## config.mk

```make
export PLATFORM = sky130hd
export DESIGN_NAME = lpif_txrx_slave_gbox_flat
export DESIGN_NICKNAME = d
export VERILOG_FILES = /design/src/rtl/lpif_txrx_slave_gbox_if.sv /design/src/rtl/lpif_txrx_slave_gbox.sv /design/src/flat_wrapper.sv
export SDC_FILE = /design/constraint.sdc
export NUM_CORES = 1
export LEC_CHECK = 0
export ABC_CLOCK_PERIOD_IN_PS = 12340
export BUFFER_PORTS_ARGS = -buffer_cell sky130_fd_sc_hd__buf_2
export CORE_MARGIN = 3
export CORE_UTILIZATION = 30
export CTS_BUF_LIST = sky130_fd_sc_hd__clkbuf_8
export DETAILED_ROUTE_END_ITERATION = 16
export PLACE_DENSITY = 0.48
export SLEW_MARGIN = 20
export SYNTH_ARGS = -nofsm -noshare
export SYNTH_HDL_FRONTEND = slang
export SYNTH_HIERARCHICAL = 1
export SYNTH_SLANG_ARGS = --single-unit
export TNS_END_PERCENT = 30
```

## constraint.sdc

```tcl
create_clock -name lclk -period 12.34 [get_ports lclk]
set_input_delay 0.617 -clock lclk [delete_from_list [all_inputs] [get_ports lclk]]
set_output_delay 0.617 -clock lclk [all_outputs]
set_load 0.005 [all_outputs]
```

## src/rtl/lpif_txrx_slave_gbox_if.sv

```systemverilog
// LPIF slave gearbox bus: upstream flit in, link words out/in, downstream flit out, rx error status.
// slave = gearbox side, master = the surrounding adapter/bench side.
interface lpif_txrx_slave_gbox_if #(
    parameter int DATA_W = 128,
    parameter int CRC_W  = 16
);
    localparam int FW = 4 + 2 + DATA_W + 1 + CRC_W + 1 + 1;

    logic [3:0]        ustrm_state;
    logic [1:0]        ustrm_protid;
    logic [DATA_W-1:0] ustrm_data;
    logic              ustrm_dvalid;
    logic [CRC_W-1:0]  ustrm_crc;
    logic              ustrm_crc_valid;
    logic              ustrm_valid;
    logic              ustrm_ready;

    logic [FW-1:0]     txfifo_upstream_data;
    logic              txfifo_upstream_phase;
    logic              txfifo_upstream_push;
    logic              txfifo_upstream_ready;

    logic [FW-1:0]     rxfifo_downstream_data;
    logic              rxfifo_downstream_phase;
    logic              rxfifo_downstream_valid;

    logic [3:0]        dstrm_state;
    logic [1:0]        dstrm_protid;
    logic [DATA_W-1:0] dstrm_data;
    logic              dstrm_dvalid;
    logic [CRC_W-1:0]  dstrm_crc;
    logic              dstrm_crc_valid;
    logic              dstrm_valid;

    logic              rx_align_err;
    logic [7:0]        rx_err_cnt;

    modport slave (
        input  ustrm_state, ustrm_protid, ustrm_data, ustrm_dvalid, ustrm_crc, ustrm_crc_valid, ustrm_valid,
        output ustrm_ready,
        output txfifo_upstream_data, txfifo_upstream_phase, txfifo_upstream_push,
        input  txfifo_upstream_ready,
        input  rxfifo_downstream_data, rxfifo_downstream_phase, rxfifo_downstream_valid,
        output dstrm_state, dstrm_protid, dstrm_data, dstrm_dvalid, dstrm_crc, dstrm_crc_valid, dstrm_valid,
        output rx_align_err, rx_err_cnt
    );

    modport master (
        output ustrm_state, ustrm_protid, ustrm_data, ustrm_dvalid, ustrm_crc, ustrm_crc_valid, ustrm_valid,
        input  ustrm_ready,
        input  txfifo_upstream_data, txfifo_upstream_phase, txfifo_upstream_push,
        output txfifo_upstream_ready,
        output rxfifo_downstream_data, rxfifo_downstream_phase, rxfifo_downstream_valid,
        input  dstrm_state, dstrm_protid, dstrm_data, dstrm_dvalid, dstrm_crc, dstrm_crc_valid, dstrm_valid,
        input  rx_align_err, rx_err_cnt
    );
endinterface

```

## src/rtl/lpif_txrx_slave_gbox.sv

```systemverilog
// lpif_fifo: small generic FIFO, head entry visible combinationally.
// Latency: written entry visible at head the cycle after push.
// Backpressure: caller must not push when full nor pop when empty.
module lpif_fifo #(
    parameter int W     = 8,
    parameter int DEPTH = 2,
    parameter int CW    = $clog2(DEPTH + 1)
) (
    input  logic          lclk,
    input  logic          reset,
    input  logic          push_vld,
    input  logic [W-1:0]  push_dat,
    input  logic          pop_vld,
    output logic [W-1:0]  head_dat,
    output logic [CW-1:0] count,
    output logic          full
);
    localparam int AW = (DEPTH > 1) ? $clog2(DEPTH) : 1;

    logic [W-1:0]  mem_q [DEPTH];
    logic [AW-1:0] wr_ptr_q, wr_ptr_d, rd_ptr_q, rd_ptr_d;
    logic [CW-1:0] cnt_q, cnt_d;

    always_comb begin
        wr_ptr_d = wr_ptr_q;
        rd_ptr_d = rd_ptr_q;
        if (push_vld) wr_ptr_d = (wr_ptr_q == AW'(DEPTH - 1)) ? '0 : wr_ptr_q + 1'b1;
        if (pop_vld)  rd_ptr_d = (rd_ptr_q == AW'(DEPTH - 1)) ? '0 : rd_ptr_q + 1'b1;
        cnt_d = cnt_q + CW'(push_vld) - CW'(pop_vld);
    end

    always_ff @(posedge lclk or posedge reset) begin
        if (reset) begin
            wr_ptr_q <= '0;
            rd_ptr_q <= '0;
            cnt_q    <= '0;
            for (int i = 0; i < DEPTH; i++) mem_q[i] <= '0;
        end else begin
            wr_ptr_q <= wr_ptr_d;
            rd_ptr_q <= rd_ptr_d;
            cnt_q    <= cnt_d;
            if (push_vld) mem_q[wr_ptr_q] <= push_dat;
        end
    end

    assign head_dat = mem_q[rd_ptr_q];
    assign count    = cnt_q;
    assign full     = (cnt_q == CW'(DEPTH));
endmodule

// lpif_txrx_slave_gbox: LPIF flit gearbox, full/half-rate link words out, reassembly in; LPIF_TXRX_SLAVE_GBOX_ERR_CNT_EN enables rx_err_cnt.
// Latency: first link word pushed 1 cycle after flit accept; reassembled flit out 1 cycle after its last link word.
// Backpressure: ustrm_ready drops with 2 flits buffered; link ready low freezes current word, phase and FSM.
module lpif_txrx_slave_gbox #(
    parameter int DATA_W = 128,
    parameter int CRC_W  = 16
) (
    input  logic                  lclk,
    input  logic                  reset,
    input  logic                  m_gen2_mode,
    lpif_txrx_slave_gbox_if.slave bus
);
    localparam int FW       = 4 + 2 + DATA_W + 1 + CRC_W + 1 + 1;
    localparam int HW       = (FW + 1) / 2;
    localparam int LW       = FW - HW;
    localparam int TX_DEPTH = 2;
    localparam int CW       = $clog2(TX_DEPTH + 1);

    typedef enum logic [1:0] {IDLE, SEND_LO, SEND_HI} tx_state_e;
    typedef enum logic       {RX_LO, RX_HI}           rx_state_e;

    tx_state_e     tx_state_q, tx_state_d;
    rx_state_e     rx_state_q, rx_state_d;
    logic          gen2_q, gen2_d;
    logic          rst_done_q, rst_done_d;
    logic [HW-1:0] lo_q, lo_d;
    logic [FW-1:0] out_q, out_d;
    logic          align_q, align_d;
    logic          err_ev;

    logic [FW-1:0] up_pk, head;
    logic [CW-1:0] fifo_cnt;
    logic          fifo_full, accept, pop, start;
    logic [FW-1:0] tx_dat;
    logic          tx_phase, tx_push;

    assign up_pk = {bus.ustrm_valid, bus.ustrm_crc_valid, bus.ustrm_crc, bus.ustrm_dvalid,
                    bus.ustrm_data, bus.ustrm_protid, bus.ustrm_state};

    // Ready stays low until the first clock edge after reset releases.
    assign rst_done_d      = 1'b1;
    assign bus.ustrm_ready = rst_done_q & ~fifo_full;
    assign accept          = bus.ustrm_valid & bus.ustrm_ready;

    lpif_fifo #(.W(FW), .DEPTH(TX_DEPTH), .CW(CW)) u_tx_fifo (
        .lclk     (lclk),
        .reset    (reset),
        .push_vld (accept),
        .push_dat (up_pk),
        .pop_vld  (pop),
        .head_dat (head),
        .count    (fifo_cnt),
        .full     (fifo_full)
    );

    always_comb begin
        tx_state_d = tx_state_q;
        gen2_d     = gen2_q;
        pop        = 1'b0;
        start      = 1'b0;
        tx_dat     = '0;
        tx_phase   = 1'b0;
        tx_push    = 1'b0;
        case (tx_state_q)
            IDLE: start = 1'b1;
            SEND_LO: begin
                tx_push = bus.txfifo_upstream_ready;
                tx_dat  = gen2_q ? head : {{LW{1'b0}}, head[HW-1:0]};
                if (bus.txfifo_upstream_ready) begin
                    if (gen2_q) begin
                        pop   = 1'b1;
                        start = 1'b1;
                    end else begin
                        tx_state_d = SEND_HI;
                    end
                end
            end
            SEND_HI: begin
                tx_push  = bus.txfifo_upstream_ready;
                tx_phase = 1'b1;
                tx_dat   = {{HW{1'b0}}, head[FW-1:HW]};
                if (bus.txfifo_upstream_ready) begin
                    pop   = 1'b1;
                    start = 1'b1;
                end
            end
            default: tx_state_d = IDLE;
        endcase
        // Chain straight into the next flit so the link sees no bubble; mode is captured per flit here.
        if (start) begin
            if (accept || (fifo_cnt > CW'(pop))) begin
                tx_state_d = SEND_LO;
                gen2_d     = m_gen2_mode;
            end else begin
                tx_state_d = IDLE;
            end
        end
    end

    assign bus.txfifo_upstream_data  = tx_dat;
    assign bus.txfifo_upstream_phase = tx_phase;
    assign bus.txfifo_upstream_push  = tx_push;

    always_comb begin
        rx_state_d = rx_state_q;
        lo_d       = lo_q;
        out_d      = '0;
        err_ev     = 1'b0;
        if (bus.rxfifo_downstream_valid) begin
            if (m_gen2_mode) begin
                rx_state_d = RX_LO;
                if (!bus.rxfifo_downstream_phase) out_d  = bus.rxfifo_downstream_data;
                else                              err_ev = 1'b1;
            end else if (rx_state_q == RX_LO) begin
                if (!bus.rxfifo_downstream_phase) begin
                    lo_d       = bus.rxfifo_downstream_data[HW-1:0];
                    rx_state_d = RX_HI;
                end else begin
                    err_ev = 1'b1;
                end
            end else begin
                if (bus.rxfifo_downstream_phase) begin
                    out_d      = {bus.rxfifo_downstream_data[LW-1:0], lo_q};
                    rx_state_d = RX_LO;
                end else begin
                    // A fresh low half supersedes the orphaned one; keep waiting for its high half.
                    lo_d   = bus.rxfifo_downstream_data[HW-1:0];
                    err_ev = 1'b1;
                end
            end
        end
        align_d = align_q | err_ev;
    end

    always_ff @(posedge lclk or posedge reset) begin
        if (reset) begin
            tx_state_q <= IDLE;
            rx_state_q <= RX_LO;
            gen2_q     <= 1'b0;
            rst_done_q <= 1'b0;
            lo_q       <= '0;
            out_q      <= '0;
            align_q    <= 1'b0;
        end else begin
            tx_state_q <= tx_state_d;
            rx_state_q <= rx_state_d;
            gen2_q     <= gen2_d;
            rst_done_q <= rst_done_d;
            lo_q       <= lo_d;
            out_q      <= out_d;
            align_q    <= align_d;
        end
    end

    assign bus.dstrm_state     = out_q[3:0];
    assign bus.dstrm_protid    = out_q[5:4];
    assign bus.dstrm_data      = out_q[6 +: DATA_W];
    assign bus.dstrm_dvalid    = out_q[6 + DATA_W];
    assign bus.dstrm_crc       = out_q[7 + DATA_W +: CRC_W];
    assign bus.dstrm_crc_valid = out_q[FW-2];
    assign bus.dstrm_valid     = out_q[FW-1];
    assign bus.rx_align_err    = align_q;

`ifdef LPIF_TXRX_SLAVE_GBOX_ERR_CNT_EN
    logic [7:0] err_cnt_q, err_cnt_d;

    always_comb begin
        err_cnt_d = err_cnt_q;
        if (err_ev && (err_cnt_q != 8'hFF)) err_cnt_d = err_cnt_q + 8'd1;
    end

    always_ff @(posedge lclk or posedge reset) begin
        if (reset) err_cnt_q <= 8'd0;
        else       err_cnt_q <= err_cnt_d;
    end

    assign bus.rx_err_cnt = err_cnt_q;
`else
    assign bus.rx_err_cnt = 8'd0;
`endif
endmodule

```

## src/flat_wrapper.sv

```systemverilog
// flat-port wrapper written by rule: the top's interface ports become plain ports
module lpif_txrx_slave_gbox_flat 
#(
    parameter int DATA_W = 128,
    parameter int CRC_W  = 16
)
  (lclk, reset, m_gen2_mode, bus_ustrm_state, bus_ustrm_protid, bus_ustrm_data, bus_ustrm_dvalid, bus_ustrm_crc, bus_ustrm_crc_valid, bus_ustrm_valid, bus_ustrm_ready, bus_txfifo_upstream_data, bus_txfifo_upstream_phase, bus_txfifo_upstream_push, bus_txfifo_upstream_ready, bus_rxfifo_downstream_data, bus_rxfifo_downstream_phase, bus_rxfifo_downstream_valid, bus_dstrm_state, bus_dstrm_protid, bus_dstrm_data, bus_dstrm_dvalid, bus_dstrm_crc, bus_dstrm_crc_valid, bus_dstrm_valid, bus_rx_align_err, bus_rx_err_cnt);
  lpif_txrx_slave_gbox_if #(.DATA_W(DATA_W), .CRC_W(CRC_W)) bus_i ();
  input  logic lclk;
  input  logic reset;
  input  logic m_gen2_mode;
  input wire logic [$bits(bus_i.ustrm_state)-1:0] bus_ustrm_state;
  input wire logic [$bits(bus_i.ustrm_protid)-1:0] bus_ustrm_protid;
  input wire logic [$bits(bus_i.ustrm_data)-1:0] bus_ustrm_data;
  input wire logic [$bits(bus_i.ustrm_dvalid)-1:0] bus_ustrm_dvalid;
  input wire logic [$bits(bus_i.ustrm_crc)-1:0] bus_ustrm_crc;
  input wire logic [$bits(bus_i.ustrm_crc_valid)-1:0] bus_ustrm_crc_valid;
  input wire logic [$bits(bus_i.ustrm_valid)-1:0] bus_ustrm_valid;
  output wire logic [$bits(bus_i.ustrm_ready)-1:0] bus_ustrm_ready;
  output wire logic [$bits(bus_i.txfifo_upstream_data)-1:0] bus_txfifo_upstream_data;
  output wire logic [$bits(bus_i.txfifo_upstream_phase)-1:0] bus_txfifo_upstream_phase;
  output wire logic [$bits(bus_i.txfifo_upstream_push)-1:0] bus_txfifo_upstream_push;
  input wire logic [$bits(bus_i.txfifo_upstream_ready)-1:0] bus_txfifo_upstream_ready;
  input wire logic [$bits(bus_i.rxfifo_downstream_data)-1:0] bus_rxfifo_downstream_data;
  input wire logic [$bits(bus_i.rxfifo_downstream_phase)-1:0] bus_rxfifo_downstream_phase;
  input wire logic [$bits(bus_i.rxfifo_downstream_valid)-1:0] bus_rxfifo_downstream_valid;
  output wire logic [$bits(bus_i.dstrm_state)-1:0] bus_dstrm_state;
  output wire logic [$bits(bus_i.dstrm_protid)-1:0] bus_dstrm_protid;
  output wire logic [$bits(bus_i.dstrm_data)-1:0] bus_dstrm_data;
  output wire logic [$bits(bus_i.dstrm_dvalid)-1:0] bus_dstrm_dvalid;
  output wire logic [$bits(bus_i.dstrm_crc)-1:0] bus_dstrm_crc;
  output wire logic [$bits(bus_i.dstrm_crc_valid)-1:0] bus_dstrm_crc_valid;
  output wire logic [$bits(bus_i.dstrm_valid)-1:0] bus_dstrm_valid;
  output wire logic [$bits(bus_i.rx_align_err)-1:0] bus_rx_align_err;
  output wire logic [$bits(bus_i.rx_err_cnt)-1:0] bus_rx_err_cnt;
  assign bus_i.ustrm_state = bus_ustrm_state;
  assign bus_i.ustrm_protid = bus_ustrm_protid;
  assign bus_i.ustrm_data = bus_ustrm_data;
  assign bus_i.ustrm_dvalid = bus_ustrm_dvalid;
  assign bus_i.ustrm_crc = bus_ustrm_crc;
  assign bus_i.ustrm_crc_valid = bus_ustrm_crc_valid;
  assign bus_i.ustrm_valid = bus_ustrm_valid;
  assign bus_ustrm_ready = bus_i.ustrm_ready;
  assign bus_txfifo_upstream_data = bus_i.txfifo_upstream_data;
  assign bus_txfifo_upstream_phase = bus_i.txfifo_upstream_phase;
  assign bus_txfifo_upstream_push = bus_i.txfifo_upstream_push;
  assign bus_i.txfifo_upstream_ready = bus_txfifo_upstream_ready;
  assign bus_i.rxfifo_downstream_data = bus_rxfifo_downstream_data;
  assign bus_i.rxfifo_downstream_phase = bus_rxfifo_downstream_phase;
  assign bus_i.rxfifo_downstream_valid = bus_rxfifo_downstream_valid;
  assign bus_dstrm_state = bus_i.dstrm_state;
  assign bus_dstrm_protid = bus_i.dstrm_protid;
  assign bus_dstrm_data = bus_i.dstrm_data;
  assign bus_dstrm_dvalid = bus_i.dstrm_dvalid;
  assign bus_dstrm_crc = bus_i.dstrm_crc;
  assign bus_dstrm_crc_valid = bus_i.dstrm_crc_valid;
  assign bus_dstrm_valid = bus_i.dstrm_valid;
  assign bus_rx_align_err = bus_i.rx_align_err;
  assign bus_rx_err_cnt = bus_i.rx_err_cnt;
  lpif_txrx_slave_gbox #(.DATA_W(DATA_W), .CRC_W(CRC_W)) u_core (.lclk(lclk), .reset(reset), .m_gen2_mode(m_gen2_mode), .bus(bus_i));
endmodule
```

Yosys cells after proc, flatten, opt, wreduce, memory -nomap -nowiden. Cells that the tools add are included.

Eq/ne operators: 6. Reductions and logical operators: 8. Magnitude comparators: 4. Add/sub/neg operators: 4. Mux-type cells: 33. Bitwise logic cells: 8.

Operators by type and width (count): $mux 153 (10); $bwmux 306 (1); $pmux 153 s2 (1); $demux 153 s1 (1); $mux 1 (14); $mux 2 (3); $reduce_and 3->1 (2); $eq 2x2->1 const B (2); $ge 2x2->1 const B (2); $not 1->2 (2); $pmux 2 s2 (1); $reduce_or 2->1 (2); $ne 3x2->1 const B (1); $ne 3x3->1 const B (1); $not 1->1 (3); $pmux 1 s3 (1); $add 1x1->1 const B (2); $add 2x1->2 (1); $and 1x1->1 (2); $eq 2x1->1 const B (1); $gt 2x1->1 (1); $logic_not 2->1 (1); $lt 2x1->1 const B (1); $ne 2x1->1 const B (1); 6 further kinds (6).

Register bits: 546. Input bits: 312. Word-level logic and storage cells: 75. Output and inout bits: 318.

Depth between registers and ports, before layout.
Depth after elaboration: 7. Gate-level depth with buffers: 12. Mapped depth without buffers: 9.

By module. The synthesis kept the hierarchy.

Modules (own cells, without submodules): lpif_fifo (seq. area each 7757.4 sq um, cells an instance 831, area each 13314.0 sq um, instances 1); lpif_txrx_slave_gbox (seq. area each 5905.7 sq um, cells an instance 985, area each 10775.3 sq um, instances 1).

Least setup slack after synthesis. OpenSTA, ideal clock, no wires.

Path kind: register to register. Start: reg u_core.tx_state_q[0]. End: reg u_core.gen2_q. Stages on the path, launching flop included: 12. Slack: 9876 ps. Buffers on the path: 3. Clock period less this slack: 2464 ps. Data required time: 12215 ps. Arrival time: 2339 ps. Setup time: 125 ps. Path through: dfrtp_1 -> inv_1 -> ha_1 -> clkbuf_1 -> buf_2 -> buf_2 -> a21oi_1 -> nor2b_1 -> ha_1 -> nor2_1 -> o31ai_1 -> mux2_2.

Longest elaborated chain between the ends: 5. Elaborated cells on any way between the ends: 8. Classes of those cells: order compare (1); eq/ne (2); mux (2); reduce/logical (3).

RTL lines: from (decl) (RTL line lpif_txrx_slave_gbox.sv:72) `tx_state_e tx_state_q, tx_state_d;`; from (signal assigned) (RTL line lpif_txrx_slave_gbox.sv:195) `tx_state_q <= tx_state_d;`; $eq 2x2->1 / $eq 2x1->1 (equally long branches) (RTL line lpif_txrx_slave_gbox.sv:114) `case (tx_state_q)`; $pmux 1 s2 * (RTL line lpif_txrx_slave_gbox.sv:114); via u_core.pop (RTL line lpif_txrx_slave_gbox.sv:83) `logic fifo_full, accept, pop, start;`; $gt 2x1->1 * (RTL line lpif_txrx_slave_gbox.sv:141) `if (accept || (fifo_cnt > CW'(pop))) begin`; $logic_or 1x1->1 * (RTL line lpif_txrx_slave_gbox.sv:141); $reduce_and 2->1 (no source line) *; to (signal assigned) (RTL line lpif_txrx_slave_gbox.sv:197) `gen2_q <= gen2_d;`; to (decl) (RTL line lpif_txrx_slave_gbox.sv:74) `logic gen2_q, gen2_d;`.

The timed path passes the listed nets; every way through them passes the cells marked *. A chain may end at the register's enable or synchronous reset.

Worst setup path after layout.
Start: reg u_core.tx_state_q[0]. End: out bus_txfifo_upstream_data[77].

Longest elaborated chain between the ends: 2. Elaborated cells on any way between the ends: 3. Classes of those cells: eq/ne (2); mux (1).

RTL lines: $eq 2x2->1 / $eq 2x1->1 (equally long branches) (RTL line lpif_txrx_slave_gbox.sv:114); $pmux 153 s2 * (RTL line lpif_txrx_slave_gbox.sv:114); to (decl) (RTL line flat_wrapper.sv:20) `output wire logic [$bits(bus_i.txfifo_upstream_data)-1:0] bus_txfifo_upstream_data;`.

Every way passes the cells marked *; elsewhere a longest branch is shown, timed or not.

==> out/metrics.cfg <==
[status]
outcome=complete, no violations

[clock_network]
cts-root-buf=clkbuf_8
postCtsHoldBufs=0
h-tree-depth=3
clock_latency_ns=0.68
cts.sinks=546
cts.path.max_buffers=3
cts_resized=0
cts_buffers=99
cts_setup_buffers=0
clkTransAtPathRegs_ns=0.05
cts_tree=built

[timing]
setup_viol=0
clock_skew_ns=0.0441
post-route-worst-setup-slack_ns=8.07
final_hold_viol_count=0
rsz0062_at_grt=no
finalCriticalPeriod_ns=4.27
tightest_slew_ns=1.15
max_slew_margin_pct=23.4
maxSlewViolCount=0
fin_crit_sh_pct=34.6
finalSetupTns_ns=0
fmax_mhz=234

[critical_path]
rrSetupSlack_ns=9.18
crit_path_start_kind=flop
reg2reg_from=u_core/tx_state_q[0]
cp.arrival_ns=3.65
reg2regPathDepth=9
crit_fanout=78
end_kind=primary output
r2r-end=u_core/gen2_q
critPathKind=flop to primary output
cp.required_ns=11.72

[pwr]
static-leakage-power_nw=14.4
worst_ir_drop_vdd_mv=0.123
powerDensity_nw_per_um2=222

[grt]
global_route.usage.total_pct=17.4
grt-ovfl-total=0
antenna_found_initial=26
grt_pass1_wl_mm=112
grt_max_degree=107
grt_pass1_vias=18400

[synth]
synth_area_leaders=dfrtp_1, mux2_2, a22oi_1, mux2_1, nor2_1
ys_types=29
netlist_area_um2=24100
seq_area_frac_synth_pct=56.7
syn_inst=1816
yosysWarnings=6
ys_seq_elements=546
yosysMostFrequentCell=dfrtp_1
synth-edff-count=0
yosysTopAreaCellShare_pct=56.7
synthTopCellsByCount=dfrtp_1, mux2_2, a22oi_1
async_flop_share_pct=100
synth_area_per_cell_um2=13.3
yosys.area.top_type=dfrtp_1
synth_ff_type=dfrtp_1

[detailed_routing]
drt_wl_total_mm=75.2
drtPass1Iterations=6
ant_nets=0
drc=0
routedWlPerCell_um=21.2
route.vias.total=17000
viasPerCell=4.79
drt_iter0_markers=747

[placement]
port_buffers=621
place_ws_ns=8.67
gp_congestion=0.809
dp_hpwl_mm=50.1

[die]
dieHeight_um=289
start_util_pct=30.4
die-width_um=289
io_pins=630
die_area_um2=83700
rows=103
core_um2=79300

[final_layout]
fin_nets=2736
drive_gt1_share_pct=47.7
final_core_util_pct=38.0
fillers=7879
area_growth_pct=24.9

[worst_hold_path]
worst_hold_path_type=input port to asynchronous set/reset pin

[flow_run]
max_cap_viol_count=0

cells in the final DEF, fill, tap and decap left out, types with 9 or more instances in the layout:
cell type  synthesis  final
buf_4             17     20
dfrtp_1          546    545
clkbuf_8           0    126
mux2_2           387    387
buf_2             68    621
diode_2            0     12
a22oi_1          229    229
conb_1             2      9
and2_1            78     78
mux2_1           150    150
nor2b_1           81     79
inv_1              8     36
nor2_1           156    156
through the flow:
| stage | instance area [um^2] | instances | hold slack [ns] | power, mW |
|---|---|---|---|---|
| floorplan | 24100 | 1823 | 0.450 | 4.21 |
| global placement | 28000 | 3366 | 0.442 | 4.94 |
| detailed placement | 28000 | 3366 | 0.446 | 5.01 |
| CTS | 30100 | 3539 | 0.0685 | 6.82 |
| global route | 30100 | 3545 | 0.108 | 7.14 |
| finish | 30100 | 3551 | 0.103 | 6.68 |
state kept, by name (all words and copies together) (netlist names):
| name | count |
|---|---|
| u_core/gen2_q | 1 |
| u_core/u_tx_fifo/wr_ptr_q | 1 |
| u_core/tx_state_q | 2 |
| u_core/rst_done_q | 1 |
| u_core/lo_q | 77 |
| u_core/bus.rx_align_err | 1 |
| u_core/u_tx_fifo/mem_q | 306 |
| u_core/out_q | 153 |
| u_core/u_tx_fifo/count | 2 |
| u_core/u_tx_fifo/rd_ptr_q | 1 |
| u_core/rx_state_q | 1 |
power breakdown:
part           internal (mW)  total [mW]  switching (mW)  leakage [nW]
Clock                  0.979        1.75           0.768          1.17
Sequential              2.38        2.68           0.294          6.76
Combinational           1.18        2.26            1.07          6.43
kinds of logic (layout without fill, tap and decap cells):
| family | after synthesis | after routing | share of synthesized area, % |
|---|---|---|---|
| buf+inv | 159 | 825 | 3.41 |
| flops | 546 | 546 | 56.7 |
| simple gates | 323 | 323 | 6.81 |
| xor+xnor | 5 | 5 | 0.182 |
| other cells | 2 | 21 | 0.0312 |
| fa+ha+maj | 7 | 7 | 0.364 |
| compound gates | 237 | 237 | 7.38 |
| mux | 537 | 537 | 25.1 |
final cells by class:
cell class / count / area [um^2] / share of cell area (%)
well taps: 1050 / 1310 / 4.37
flip-flops and latches: 546 / 13700 / 45.4
multi-input cells: 1118 / 9700 / 32.2
clock buffers: 126 / 1730 / 5.76
repair buffers: 643 / 3280 / 10.9
clock inverters: 47 / 313 / 1.04
inverters: 9 / 51.3 / 0.170
diodes: 12 / 30.0 / 0.0998
how the worst max path moves through the flow:
| stage | startpoint | end | slack (ns) | cells past startpoint |
|---|---|---|---|---|
| global placement | u_core/tx_state_q[0] | bus_txfifo_upstream_data[77] | 8.79 | 6 |
| detailed placement | u_core/tx_state_q[0] | bus_txfifo_upstream_data[77] | 8.67 | 6 |
| finish | u_core/tx_state_q[0] | bus_txfifo_upstream_data[77] | 8.07 | 6 |
| global route | u_core/tx_state_q[0] | bus_txfifo_upstream_data[77] | 7.72 | 6 |
| CTS | u_core/tx_state_q[0] | bus_txfifo_upstream_data[77] | 7.90 | 6 |
| floorplan | reset | u_core/u_tx_fifo/count[0] | 3.15 | 1 |
worst max-delay path, cell delays in order (launching register included):
cell     delay (ns)
dfrtp_1        0.43
inv_1          0.16
ha_4           0.84
and3_2         0.35
buf_4          0.57
and2_1         0.33
buf_2          0.16
layer usage:
layer / GRT usage (%) / up-vias / share of wire [%]
met5: 0 / - / 0.14
met4: 5.88 / 16 / 2.4
met3: 5.98 / 127 / 8.4
met2: 28.7 / 547 / 48
met1: 21.3 / 8656 / 41
li1: - / 7650 / -
No activity file was read; power rests on OpenSTA's default activity.
